$ cat src/rtl/truth_table_sweeper.sv
// Exhaustive 3-input truth-table sweeper: drives a function-under-test through all
// eight input vectors, samples its output after a settle time and grades the table.
module truth_table_sweeper #(
    parameter int unsigned SETTLE_CYCLES = 2
) (
    input  logic       clk,
    input  logic       rst_n,
    input  logic       start_i,
    input  logic [7:0] expected_i,
    input  logic       f_in_i,
    output logic       x1_o,
    output logic       x2_o,
    output logic       x3_o,
    output logic       busy_o,
    output logic       done_o,
    output logic [7:0] truth_o,
    output logic       pass_o,
    output logic [3:0] mismatch_count_o,
    output logic [2:0] first_fail_o
);

    localparam int unsigned CNT_W = (SETTLE_CYCLES < 2) ? 1 : $clog2(SETTLE_CYCLES + 1);
    localparam logic [CNT_W-1:0] CNT_MAX = CNT_W'(SETTLE_CYCLES);

    typedef enum logic [1:0] {
        IDLE = 2'd0,
        RUN  = 2'd1,
        DONE = 2'd2
    } state_e;

    state_e           state_q, state_d;
    logic [2:0]       idx_q, idx_d;
    logic [CNT_W-1:0] cnt_q, cnt_d;
    logic [7:0]       expected_q, expected_d;
    logic [7:0]       truth_q, truth_d;
    logic             pass_q, pass_d;
    logic [3:0]       mismatch_q, mismatch_d;
    logic [2:0]       first_fail_q, first_fail_d;

    logic [7:0]       truth_upd;
    logic [7:0]       diff;
    logic [3:0]       diff_count;
    logic [2:0]       diff_first;

    always_ff @(posedge clk or negedge rst_n) begin
        if (!rst_n) begin
            state_q      <= IDLE;
            idx_q        <= 3'd0;
            cnt_q        <= '0;
            expected_q   <= 8'h00;
            truth_q      <= 8'h00;
            pass_q       <= 1'b0;
            mismatch_q   <= 4'd0;
            first_fail_q <= 3'd0;
        end else begin
            state_q      <= state_d;
            idx_q        <= idx_d;
            cnt_q        <= cnt_d;
            expected_q   <= expected_d;
            truth_q      <= truth_d;
            pass_q       <= pass_d;
            mismatch_q   <= mismatch_d;
            first_fail_q <= first_fail_d;
        end
    end

    // Grade the table including the sample taken on this edge, so the final
    // vector's result is already folded in when RUN hands over to DONE.
    always_comb begin
        truth_upd        = truth_q;
        truth_upd[idx_q] = f_in_i;
        diff             = truth_upd ^ expected_q;
        diff_count       = 4'd0;
        diff_first       = 3'd0;
        for (int i = 0; i < 8; i++) begin
            diff_count = diff_count + {3'b000, diff[i]};
        end
        for (int i = 7; i >= 0; i--) begin
            if (diff[i]) begin
                diff_first = 3'(i);
            end
        end
    end

    always_comb begin
        state_d      = state_q;
        idx_d        = idx_q;
        cnt_d        = cnt_q;
        expected_d   = expected_q;
        truth_d      = truth_q;
        pass_d       = pass_q;
        mismatch_d   = mismatch_q;
        first_fail_d = first_fail_q;

        case (state_q)
            IDLE: begin
                if (start_i) begin
                    state_d      = RUN;
                    expected_d   = expected_i;
                    truth_d      = 8'h00;
                    pass_d       = 1'b0;
                    mismatch_d   = 4'd0;
                    first_fail_d = 3'd0;
                    idx_d        = 3'd0;
                    cnt_d        = '0;
                end
            end
            RUN: begin
                if (cnt_q == CNT_MAX) begin
                    truth_d = truth_upd;
                    cnt_d   = '0;
                    idx_d   = idx_q + 3'd1;
                    if (idx_q == 3'd7) begin
                        state_d      = DONE;
                        pass_d       = (diff == 8'h00);
                        mismatch_d   = diff_count;
                        first_fail_d = diff_first;
                    end
                end else begin
                    cnt_d = cnt_q + CNT_W'(1);
                end
            end
            DONE: begin
                state_d = IDLE;
            end
            default: begin
                state_d = IDLE;
            end
        endcase
    end

    assign {x1_o, x2_o, x3_o} = (state_q == RUN) ? idx_q : 3'b000;
    assign busy_o             = (state_q == RUN);
    assign done_o             = (state_q == DONE);
    assign truth_o            = truth_q;
    assign pass_o             = pass_q;
    assign mismatch_count_o   = mismatch_q;
    assign first_fail_o       = first_fail_q;

endmodule

$ cat config.mk
export PLATFORM = sky130hd
export DESIGN_NAME = truth_table_sweeper
export DESIGN_NICKNAME = d
export VERILOG_FILES = /design/src/rtl/truth_table_sweeper.sv
export SDC_FILE = /design/constraint.sdc
export NUM_CORES = 1
export LEC_CHECK = 0
export CELL_PAD_IN_SITES_DETAIL_PLACEMENT = 0
export CELL_PAD_IN_SITES_GLOBAL_PLACEMENT = 1
export CORE_UTILIZATION = 25
export CTS_BUF_LIST = sky130_fd_sc_hd__clkbuf_4 sky130_fd_sc_hd__clkbuf_8
export DETAILED_ROUTE_END_ITERATION = 12
export DONT_BUFFER_PORTS = 1
export PLACE_DENSITY = 0.45
export SYNTH_ARGS = -nofsm -noshare
export SYNTH_HDL_FRONTEND = slang
export SYNTH_SLANG_ARGS = --single-unit
export TNS_END_PERCENT = 5
$ cat constraint.sdc
create_clock -name clk -period 7.3 [get_ports clk]
set_input_delay 1.825 -clock clk [delete_from_list [all_inputs] [get_ports clk]]
set_output_delay 1.825 -clock clk [all_outputs]
set_load 0.05 [all_outputs]
Word level (Yosys, flattened, before mapping). Cells that the tools add are included.

Add/subtract/negate cells: 9. Multipliers: 0. Div/mod/pow operators: 0. $lt $le $gt $ge: 2. Equal/unequal tests: 7. Shift-type cells: 0. Mux-type cells: 36. Bitwise gates (word level): 1. Reduce and logical (&&, ||, !) cells: 9.

Operators with widths (number): 2-to-1 mux 3 bit (13); adder 4 x 1 -> 4 bit (4); 2-to-1 mux 8 bit (2); one-hot mux 8 bit (2 select lines) (1); 2-to-1 mux 4 bit (3); one-hot mux 3 bit (2 select lines) (2); 2-to-1 mux 2 bit (5); bitwise mux 8 bit (1); zero test 8 bit (1); one-hot mux 2 bit (2 select lines) (2); one-hot mux 4 bit (2 select lines) (1); bitwise XOR 8 bit (1); AND reduction 3 bit (2); adder 3 x 1 -> 4 bit (1); equality test 2 bit (second input constant) (2); < comparator 3 x 4 -> 1 bit (second input constant) (1); 2-to-1 mux 1 bit (4); != test 2 x 1 -> 1 bit (second input constant) (2); AND reduction 2 bit (2); AND reduction 4 bit (1); adder 2 x 1 -> 3 bit (1); adder 3 x 1 -> 3 bit (second input constant) (1); demux 1 bit (select 3 bit) (1); equality test 3 bit (second input constant) (1); other kinds (9) (9).

Bits in registers: 31. Latch bits: 0. RAM bits: 0. Bits in read-only memories: 0. Bits of input ports: 12. Output and inout bits: 21. Logic and storage cells: 72. Memories: 0.

Depth between registers and ports, before layout.
Depth in word-level cells: 17. Mapped depth: 14. Gate-level depth less buffers: 13.

Worst setup path after synthesis. No wires, ideal clock.

Path kind: input to register. Start: input port f_in_i. End: register mismatch_q[1], in the netlist mismatch_count_o[1]. Setup time: 0.110 ns. Data arrival time: 4.928 ns. Data required time: 7.190 ns. Slack: 2.262 ns. Stages on the path: 12. Buffers on the path: 1. Cells stage by stage: clkbuf_1 mux2i_1 xnor2_1 inv_1 fa_1 fa_1 fa_1 inv_1 ha_1 inv_1 fa_1 o41ai_1.

Word-level cells in the longest chain between the ends: 12.

Ends and longest elaborated chain: from (decl) (line 10) `input logic f_in_i,`; bitwise mux 8 bit (*) (line 71) `truth_upd[idx_q] = f_in_i;`; bitwise XOR 8 bit (*) (line 72) `diff = truth_upd ^ expected_q;`; adder 1 x 1 -> 2 bit (line 76) `diff_count = diff_count + {3'b000, diff[i]};`; adder 2 x 1 -> 3 bit (line 76); adder 3 x 1 -> 4 bit (line 76); adder 4 x 1 -> 4 bit (3 in a row) (line 76); adder 4 x 1 -> 4 bit (*) (line 76); 2-to-1 mux 4 bit (*) (line 113) `if (idx_q == 3'd7) begin`; 2-to-1 mux 4 bit (*) (line 109) `if (cnt_q == CNT_MAX) begin`; one-hot mux 4 bit (2 select lines) (*) (line 95) `case (state_q)`; to (signal assigned) (line 62) `mismatch_q <= mismatch_d;`; to (decl) (line 37) `logic [3:0] mismatch_q, mismatch_d;`.

Every way passes the cells marked *; elsewhere a longest branch is shown, timed or not. The select of a mux whose other input is x is not followed. A chain may end at the register's enable or synchronous reset.

Worst setup path in the final report. Ends and elaborated chain as after synthesis.

==> results.yml <==
run_status:
  outcome: "finished, final reports clean"
worst_setup_path:
  required_ns: 7.47
  r2r-end: "mismatch_count_o[1]"
  cp-start-kind: "primary input"
  arrival_ns: 4.89
  r2r_start: "idx_q[0]"
  critPathMaxFanout: 12
  r2r_cells: 11
  path_class: "in2reg"
  crit_path_end_kind: "register"
  r2r_setup_slack_ns: 2.90
final_layout:
  nFillCells: 721
  area_delta_synth_final_pct: 10.7
  drive_gt1_share_pct: 13.4
  num_antenna_cells: 0
  layout.nets: 193
  multi_input_area_sq_um: 910
  ff_latch_area_sq_um: 776
clocking:
  clk_transition_reported_paths_ns: 0.07
  ctsResizeCount: 0
  holdBufCountCts: 0
  clockBufferDepth: 2
  cts.sinks: 31
  cts_tree: "done"
  post_cts_buffers: 0
  cts_max_level: 2
  cts-root-buf: "clkbuf_8"
  cts_buffers: 5
  clk-insertion-delay-late_ns: 0.28
worst_hold_path:
  min_from: "cnt_q[1]"
  hold_end: "cnt_q[1]"
  hold_class: "reg2reg"
  holdPathStages: 1
global_routing:
  grt_pass1_wl_um: 7070
  antenna_found_initial: 0
  grt-ovfl-total: 0
  grt_pass1_vias: 1327
  grt_max_degree: 32
  grt_use_total_pct: 12.6
die:
  rows: 30
  die_y_um: 86.7
  floorplan.initialDensity_pct: 26.1
  pin_count: 33
  die_area_sq_um: 7510
  coreArea_sq_um: 6870
  die_x_um: 86.7
sta:
  fmax_ghz: 0.212
  finClkSkew_ns: 0.00576
  fin_crit_ns: 4.72
  finalCritPeriodShare_pct: 64.7
  timing.final.ws_setup_ns: 2.58
  setup_viol: 0
  hold_violations: 0
  slew_headroom_pct: 34.4
  max_slew.worst_pin.slew_ns: 0.979
  fin_tns_setup_ns: 0
  slew_violations: 0
  rsz0062_at_grt: "no"
drt:
  num_vias: 1252
  routed_wl_um: 4250
  firstDrtPassIters: 4
  wl_met1_um: 1960
  viasPerCell: 4.67
  met3WireLength_um: 264
  wl_per_cell_um: 15.8
  drtIter0Drc: 57
  top_layer: "met4"
  dr_wl_met2_um: 1970
  drc: 0
  ant_nets: 0
logic_synthesis:
  synthCells: 172
  syn_area_sq_um: 1790
  ys_ff_latch: 31
  synth_cell_types: 38
  yosys_warnings: 0
  yosysSeqAreaShare_pct: 43.3
  synth_area_per_cell_sq_um: 10.4
  synth_nets: 194
flow_run:
  max-cap-violations: 0
placement:
  pre_cts_ws_ns: 2.25
  port-buffer-count: 0
  gp_congestion: 0.805
  dp_hpwl_um: 3200
## final cells by class
cell class	count	area share, %
clock buffer	6	4.16
clock inverter	2	1.77
inverter	14	2.65
multi-input combinational	118	45.9
sequential	31	39.1
tap	96	6.06
timing repair buffer	1	0.379
## worst max path at each step
stage / from / endpoint / slack, ns / cells past startpoint
detailed placement: f_in_i / mismatch_count_o[1] / 2.25 / 10
CTS: f_in_i / mismatch_count_o[1] / 2.55 / 10
finish: f_in_i / mismatch_count_o[1] / 2.58 / 10
floorplan: f_in_i / mismatch_count_o[1] / 2.26 / 12
global placement: f_in_i / mismatch_count_o[1] / 2.35 / 10
global route: f_in_i / mismatch_count_o[1] / 2.35 / 10
## through the flow
stage / cell area [sq um] / cells / utilization (%) / hold WS (ns)
6_report: 1980 / 268 / 28.9 / 0.510
3_3_place_gp: 1870 / 260 / 27.2 / 0.497
2_1_floorplan: 1790 / 172 / - / 0.471
3_5_place_dp: 1870 / 260 / 27.2 / 0.502
4_1_cts: 1980 / 268 / 28.9 / 0.514
5_1_grt: 1980 / 268 / 28.9 / 0.545
## cells by family after synthesis
group | count (synthesis) | share of synthesized area, %
XOR/XNOR | 9 | 4.40
multiplexers | 16 | 9.50
AO/OA/AOI/OAI | 33 | 12.2
adder cells (fa/ha/maj) | 10 | 8.66
buffers and inverters | 23 | 6.08
flip-flops | 31 | 43.3
AND/OR/NAND/NOR | 50 | 15.9
## cells in the final DEF, fill, tap and decap left out, drive strengths merged, types with 2 or more instances in the layout
cell / instances
nor3b: 4
a22o: 3
and2: 4
nor2b: 3
nand2: 19
o21ai: 11
nand3b: 3
nand3: 4
ha: 6
xor2: 7
a21oi: 4
nor2: 8
fa: 4
xnor2: 2
clkbuf: 6
o41ai: 2
a32o: 2
dfrtp: 31
mux2: 8
o22ai: 5
mux2i: 8
inv: 14
## critical path: stages
cell and delay (ns):
mux2i_1 0.15, xor2_1 0.42, fa_1 0.52, fa_1 0.49, fa_1 0.49, inv_1 0.04
ha_1 0.18, inv_1 0.07, fa_1 0.40, o41ai_1 0.32
## synth_stat cells
| cell | n | area share (%) |
|---|---|---|
| nor2_1 | 8 | 1.7 |
| o211a_1 | 1 | 0.56 |
| fa_1 | 4 | 4.5 |
| nor2b_1 | 3 | 1.0 |
| nand3_1 | 3 | 0.84 |
| inv_1 | 14 | 2.9 |
| o21ai_1 | 1 | 0.28 |
| nand3b_4 | 2 | 2.2 |
| a32o_1 | 2 | 1.1 |
| and2_1 | 4 | 1.4 |
| nand3b_1 | 1 | 0.42 |
| nor3b_2 | 1 | 0.70 |
| ha_1 | 6 | 4.2 |
| o211ai_1 | 1 | 0.42 |
| nor3_1 | 1 | 0.28 |
| o41ai_1 | 2 | 0.98 |
| nand2_1 | 19 | 4.0 |
| buf_6 | 3 | 1.9 |
| a31o_2 | 1 | 0.49 |
| or2b_1 | 1 | 0.42 |
| nor3b_1 | 3 | 1.3 |
| clkbuf_1 | 6 | 1.3 |
| or4_1 | 1 | 0.42 |
| dfrtp_1 | 31 | 43 |
| nand3_2 | 1 | 0.56 |
| mux2_2 | 8 | 5.0 |
| xnor2_1 | 2 | 0.98 |
| a31oi_1 | 1 | 0.35 |
| a22o_1 | 3 | 1.5 |
| a22oi_1 | 1 | 0.42 |
| nand2b_1 | 1 | 0.35 |
| mux2i_1 | 8 | 4.5 |
| a21o_1 | 1 | 0.42 |
| a21oi_1 | 4 | 1.1 |
| xor2_1 | 7 | 3.4 |
| o21ai_0 | 10 | 2.8 |
| or3_1 | 1 | 0.35 |
| o22ai_1 | 5 | 1.7 |
## state kept, by name, summed over array words and instances (netlist names)
register,flops
cnt_q,2
mismatch_count_o,4
first_fail_o,3
expected_q,8
pass_o,1
idx_q,3
truth_o,8
state_q,2
## metal layers
metal,up-vias,GRT usage [%]
li1,592,-
met1,619,16.7
met2,36,19.6
met3,5,4.00
met4,0,4.09
met5,-,0
Power is not shown: default switching activity piles up to over one toggle a cycle in this logic, so the estimate is an artifact.
